==> config.mk <==
export PLATFORM = sky130hd
export DESIGN_NAME = axi4lite_slave_regs
export DESIGN_NICKNAME = d
export VERILOG_FILES = /design/src/rtl/axi4lite_slave_regs.sv
export SDC_FILE = /design/constraint.sdc
export NUM_CORES = 1
export LEC_CHECK = 0
export CORE_AREA = 4 4 258 260
export CTS_CLUSTER_SIZE = 10
export DETAILED_ROUTE_END_ITERATION = 7
export DIE_AREA = 0 0 262 264
export DONT_BUFFER_PORTS = 1
export PLACE_DENSITY = 0.62
export SLEW_MARGIN = 40
export SYNTH_ARGS = -nofsm -noshare
export SYNTH_HDL_FRONTEND = slang
export SYNTH_SLANG_ARGS = --single-unit
==> constraint.sdc <==
create_clock -name ACLK -period 3.1 [get_ports ACLK]
set_input_delay 0.62 -clock ACLK [delete_from_list [all_inputs] [get_ports ACLK]]
set_output_delay 0.62 -clock ACLK [all_outputs]
set_load 0.01 [all_outputs]
==> src/rtl/axi4lite_slave_regs.sv <==
// AXI4-Lite slave terminating a bus master on a bank of NUM_REGS read/write registers.
// AW and W are accepted independently and buffered until both are present; out-of-range
// accesses complete with SLVERR. Register contents are exported flat on reg_out.
// Optional feature macro: AXI4LITE_WSTRB_EN adds the WSTRB port and byte-lane writes;
// without it every write updates the full word.
module axi4lite_slave_regs #(
  parameter int ADDRWIDTH = 32,
  parameter int DATAWIDTH = 32,
  parameter int NUM_REGS  = 16,
  parameter logic [DATAWIDTH-1:0] RESET_VAL = '0
) (
  input  logic                          ACLK,
  input  logic                          ARESETN,
  input  logic [ADDRWIDTH-1:0]          AWADDR,
  input  logic                          AWVALID,
  output logic                          AWREADY,
  input  logic [DATAWIDTH-1:0]          WDATA,
`ifdef AXI4LITE_WSTRB_EN
  input  logic [DATAWIDTH/8-1:0]        WSTRB,
`endif
  input  logic                          WVALID,
  output logic                          WREADY,
  output logic [1:0]                    BRESP,
  output logic                          BVALID,
  input  logic                          BREADY,
  input  logic [ADDRWIDTH-1:0]          ARADDR,
  input  logic                          ARVALID,
  output logic                          ARREADY,
  output logic [DATAWIDTH-1:0]          RDATA,
  output logic [1:0]                    RRESP,
  output logic                          RVALID,
  input  logic                          RREADY,
  output logic [NUM_REGS*DATAWIDTH-1:0] reg_out,
  output logic [NUM_REGS-1:0]           reg_wr_pulse
);

  localparam int STRBW = DATAWIDTH / 8;
  localparam int OFFW  = $clog2(STRBW);
  localparam logic [1:0] RESP_OKAY   = 2'b00;
  localparam logic [1:0] RESP_SLVERR = 2'b10;

  // READYs stay low through reset and rise on the first edge after release.
  logic                 rdy_en;
  logic                 aw_held;
  logic                 w_held;
  logic [ADDRWIDTH-1:0] aw_addr_q;
  logic [DATAWIDTH-1:0] w_data_q;
`ifdef AXI4LITE_WSTRB_EN
  logic [STRBW-1:0]     w_strb_q;
`endif

  logic [DATAWIDTH-1:0] regs [NUM_REGS];

  logic                 aw_hs;
  logic                 w_hs;
  logic                 ar_hs;
  logic                 commit;
  logic [ADDRWIDTH-1:0] wr_addr;
  logic [ADDRWIDTH-1:0] wr_idx;
  logic                 wr_in_range;
  logic [DATAWIDTH-1:0] wr_data;
  logic [STRBW-1:0]     wr_strb;
  logic [ADDRWIDTH-1:0] rd_idx;
  logic                 rd_in_range;
  logic [DATAWIDTH-1:0] rd_word;

  assign AWREADY = rdy_en & ~aw_held & ~BVALID;
  assign WREADY  = rdy_en & ~w_held & ~BVALID;
  assign ARREADY = rdy_en & ~RVALID;

  assign aw_hs = AWVALID & AWREADY;
  assign w_hs  = WVALID & WREADY;
  assign ar_hs = ARVALID & ARREADY;

  // A write commits as soon as address and data are both available, held or arriving now.
  assign commit = (aw_held | aw_hs) & (w_held | w_hs) & ~BVALID;

  assign wr_addr     = aw_held ? aw_addr_q : AWADDR;
  assign wr_data     = w_held ? w_data_q : WDATA;
  assign wr_idx      = wr_addr >> OFFW;
  assign wr_in_range = wr_idx < ADDRWIDTH'(NUM_REGS);
`ifdef AXI4LITE_WSTRB_EN
  assign wr_strb     = w_held ? w_strb_q : WSTRB;
`else
  assign wr_strb     = '1;
`endif

  assign rd_idx      = ARADDR >> OFFW;
  assign rd_in_range = rd_idx < ADDRWIDTH'(NUM_REGS);

  // Read mux; out-of-range indices fall through to zero.
  always_comb begin
    rd_word = '0;
    for (int i = 0; i < NUM_REGS; i++) begin
      if (rd_idx == ADDRWIDTH'(i)) rd_word = regs[i];
    end
  end

  // Flatten the register bank onto the core-facing export bus.
  always_comb begin
    reg_out = '0;
    for (int i = 0; i < NUM_REGS; i++) begin
      reg_out[i*DATAWIDTH +: DATAWIDTH] = regs[i];
    end
  end

  // AW/W holding buffers, write response and per-register write pulse.
  always_ff @(posedge ACLK or negedge ARESETN) begin
    if (!ARESETN) begin
      rdy_en       <= 1'b0;
      aw_held      <= 1'b0;
      w_held       <= 1'b0;
      aw_addr_q    <= '0;
      w_data_q     <= '0;
`ifdef AXI4LITE_WSTRB_EN
      w_strb_q     <= '0;
`endif
      BVALID       <= 1'b0;
      BRESP        <= RESP_OKAY;
      reg_wr_pulse <= '0;
    end else begin
      rdy_en <= 1'b1;
      if (commit) begin
        aw_held <= 1'b0;
        w_held  <= 1'b0;
        BVALID  <= 1'b1;
        BRESP   <= wr_in_range ? RESP_OKAY : RESP_SLVERR;
      end else begin
        if (aw_hs) begin
          aw_held   <= 1'b1;
          aw_addr_q <= AWADDR;
        end
        if (w_hs) begin
          w_held   <= 1'b1;
          w_data_q <= WDATA;
`ifdef AXI4LITE_WSTRB_EN
          w_strb_q <= WSTRB;
`endif
        end
        if (BVALID && BREADY) BVALID <= 1'b0;
      end
      for (int i = 0; i < NUM_REGS; i++) begin
        reg_wr_pulse[i] <= commit && (wr_idx == ADDRWIDTH'(i));
      end
    end
  end

  // Register bank update; only enabled byte lanes of an in-range target change.
  always_ff @(posedge ACLK or negedge ARESETN) begin
    if (!ARESETN) begin
      for (int i = 0; i < NUM_REGS; i++) regs[i] <= RESET_VAL;
    end else if (commit) begin
      for (int i = 0; i < NUM_REGS; i++) begin
        if (wr_idx == ADDRWIDTH'(i)) begin
          for (int b = 0; b < STRBW; b++) begin
            if (wr_strb[b]) regs[i][b*8 +: 8] <= wr_data[b*8 +: 8];
          end
        end
      end
    end
  end

  // Read channel: capture on AR handshake, hold until the R handshake.
  // Reads sample the bank before any same-edge write lands, so they see the old value.
  always_ff @(posedge ACLK or negedge ARESETN) begin
    if (!ARESETN) begin
      RVALID <= 1'b0;
      RDATA  <= '0;
      RRESP  <= RESP_OKAY;
    end else if (ar_hs) begin
      RVALID <= 1'b1;
      RDATA  <= rd_in_range ? rd_word : '0;
      RRESP  <= rd_in_range ? RESP_OKAY : RESP_SLVERR;
    end else if (RVALID && RREADY) begin
      RVALID <= 1'b0;
    end
  end

endmodule
==> impl_metrics.toml <==
[status]
run_status = "complete, but fails checks"
violations = "negative hold slack, max-slew violations"

[synth]
async_reset_ff_share_pct = 100.0
yosys.area_share.simple_pct = 6.576
syn_inst = 2248
synth-seq-cells = 629
synthAdderAreaFrac_pct = 0
synth_area_um2 = 28540
synthFlopType = "dfrtp_1"
yosysUniqueCellTypes = 64
synth-compound-area-share_pct = 8.909
syn_avg_cell_area_um2 = 12.70
yosysSeqAreaShare_pct = 55.15
synthXorXnorAreaFrac_pct = 0
ys_warn_count = 0
synth_top_family_by_area = "multiplexers"
synth-edff-count = 0
synth_mux_area_share_pct = 26.58

[route]
vias = 21570
drtIter0Drc = 2190
viasPerCell = 6.713
drc = 0
drt_wl_total_um = 125400
ant_nets = 0
routedWlPerCell_um = 39.02
dr.pass1.iters = 6

[timing]
finalSetupViolCount = 0
final_max_slew_viol_count = 326
whs_ns = -0.3052
min_period_ns = 2.964
hold_viol = 234
rsz0062_at_grt = "false"
finClkSkew_ns = 0.02326
relSlewSlack_pct = -84.93
fin_crit_sh_pct = 95.62
tightest_slew_ns = 2.774
worst_slack_ns = 0.1358
max_freq_mhz = 337.4

[cells_and_area]
mostFrequentLayoutCells = "dfrtp_1 (628), mux2_2 (613), buf_4 (146)"
syn_to_final_growth_pct = 15.42
drive_gt1_share_pct = 39.69
nNetsFinal = 2433
layout_commonest_cell = "dfrtp_1"

[placement]
gp_congestion = 0.9037
portBuffers = 0
post-place-ws_ns = -0.4836
dp_hpwl_um = 86740

[global_route]
grt_pass1_vias = 21770
gr-usage-all-layers_pct = 35.15
grt.overflow.total = 0
antenna_found_initial = 5
grt_max_degree = 630
grt_pass1_wl_um = 172500

[setup_path]
cp.required_ns = 3.57
arrival_ns = 3.44
crit_type = "in -> reg"
setup.worst_path.start_class = "primary input"
path_max_fanout = 16
cp-end-kind = "register"
worstRegToRegCells = 7

[cts]
clockBufferDepth = 3
cts_tree = "yes"
htreeDepth = 3
root_buffer = "clkbuf_16"
path_clk_slew_ns = 0.06
cts_sinks = 629
cts_resized = 0
insertion_delay_ns = 0.62
cts_buffers = 76
postCtsSetupBuffers = 0

[die]
coreArea_um2 = 64120
io_pins = 672
dieArea_um2 = 69170
dieHeight_um = 264
start_util_pct = 44.51
rows = 93
die_w_um = 262

[pwr]
total_power_uw = 19120
power_leakage_uw = 0.01592
p_per_area_nw_per_um2 = 580.5
vdd_drop_max_uv = 439.4

[worst_hold_path]
min_path_type = "in -> async"

[flow_run]
drv_cap = 0
sequential cells by signal (all words and copies together), names as in the netlist:
signal,cells
rdy_en,1
RRESP,1
BVALID,1
BRESP,1
reg_wr_pulse,16
RDATA,32
aw_held,1
aw_addr_q,30
RVALID,1
reg_out,512
w_data_q,32
w_held,1
layer usage:
layer	part of all wire, %	wire length [µm]	vias to the layer above	GRT usage [%]
met5	0.015	19	-	0
met4	5.2	6460	2	14.97
met3	12	14440	321	13.82
met2	47	59330	1381	56.82
met1	36	45120	11390	41.85
li1	-	-	8475	-
cell type report:
class | count | area, µm²
Clock buffer | 94 | 2062
Timing Repair Buffer | 172 | 1617
Antenna cell | 2 | 5.005
Sequential cell | 629 | 15740
Fill cell | 5606 | 31170
Tap cell | 855 | 1070
Clock inverter | 10 | 158.9
Multi-Input combinational cell | 1421 | 12170
Inverter | 30 | 112.6
per-stage QoR:
stage | util, % | TNS [ns] | hold slack [ns] | instance area, µm² | instances
4_1_cts | 51.36 | 0 | -0.3092 | 32930 | 3211
6_report | 51.38 | 0 | -0.3052 | 32940 | 3213
3_3_place_gp | 47.89 | -4.265 | 0.3522 | 30710 | 3107
3_5_place_dp | 47.89 | -7.083 | 0.3542 | 30710 | 3107
5_1_grt | 51.38 | 0 | -0.3258 | 32940 | 3213
2_1_floorplan | - | 0 | 0.3244 | 28540 | 2249
power breakdown:
| part | internal, µW | switching [µW] | total (µW) | leakage, µW |
|---|---|---|---|---|
| combinational | 697 | 1230 | 1930 | 0.00618 |
| sequential | 8650 | 250 | 8900 | 0.00865 |
| clock | 4890 | 3410 | 8300 | 0.00109 |
| total | 14200 | 4890 | 19100 | 0.0159 |
final timing paths:
path / start / slack, ns / to
worst min register to register: aw_addr_q[28] / 0.50 / aw_addr_q[28]
max in group asynchronous: ARESETN / 1.21 / RVALID
worst max register to register: aw_addr_q[29] / 0.33 / reg_out[24]
min in group ACLK: BREADY / 0.10 / BVALID
worst max-delay path: ARADDR[13] / 0.14 / RDATA[26]
worst min-delay path: ARESETN / -0.31 / w_data_q[3]
cells in the mapped netlist (13+ instances only):
library cell	count	area [µm²]
inv_1	29	108.9
o21ai_0	90	450.4
a22oi_1	21	157.7
a31oi_1	18	112.6
dfrtp_1	629	15740
or3_1	16	100.1
clkbuf_1	101	379.1
mux2i_1	39	390.4
o221ai_1	29	254.0
a211oi_1	14	105.1
mux2_2	613	6903
nor4_1	24	150.1
nor3_1	35	175.2
nand2_1	107	401.6
buf_2	13	65.06
nor2_1	109	409.1
mux4_2	13	292.8
a21oi_1	77	385.4
buf_1	51	191.4
nand3_1	19	95.09
o22ai_1	14	87.58
a221oi_1	24	210.2
worst max-delay path, stage by stage:
cell,delay [ns]
nor4_1,0.38
nand4_1,0.27
buf_4,0.29
buf_4,0.20
nor4_4,0.56
nand2_1,0.36
buf_12,0.26
a2bb2oi_2,0.15
o221ai_1,0.20
a22oi_1,0.12
cell families (layout without fill, tap and decap cells):
group / after synthesis / count (layout)
AND/OR/NAND/NOR: 379 / 379
other: 2 / 5
multiplexers: 665 / 665
buffers and inverters: 199 / 306
AO/OA/AOI/OAI: 374 / 374
flip-flops: 629 / 629
(Power assumes the default switching activity.)
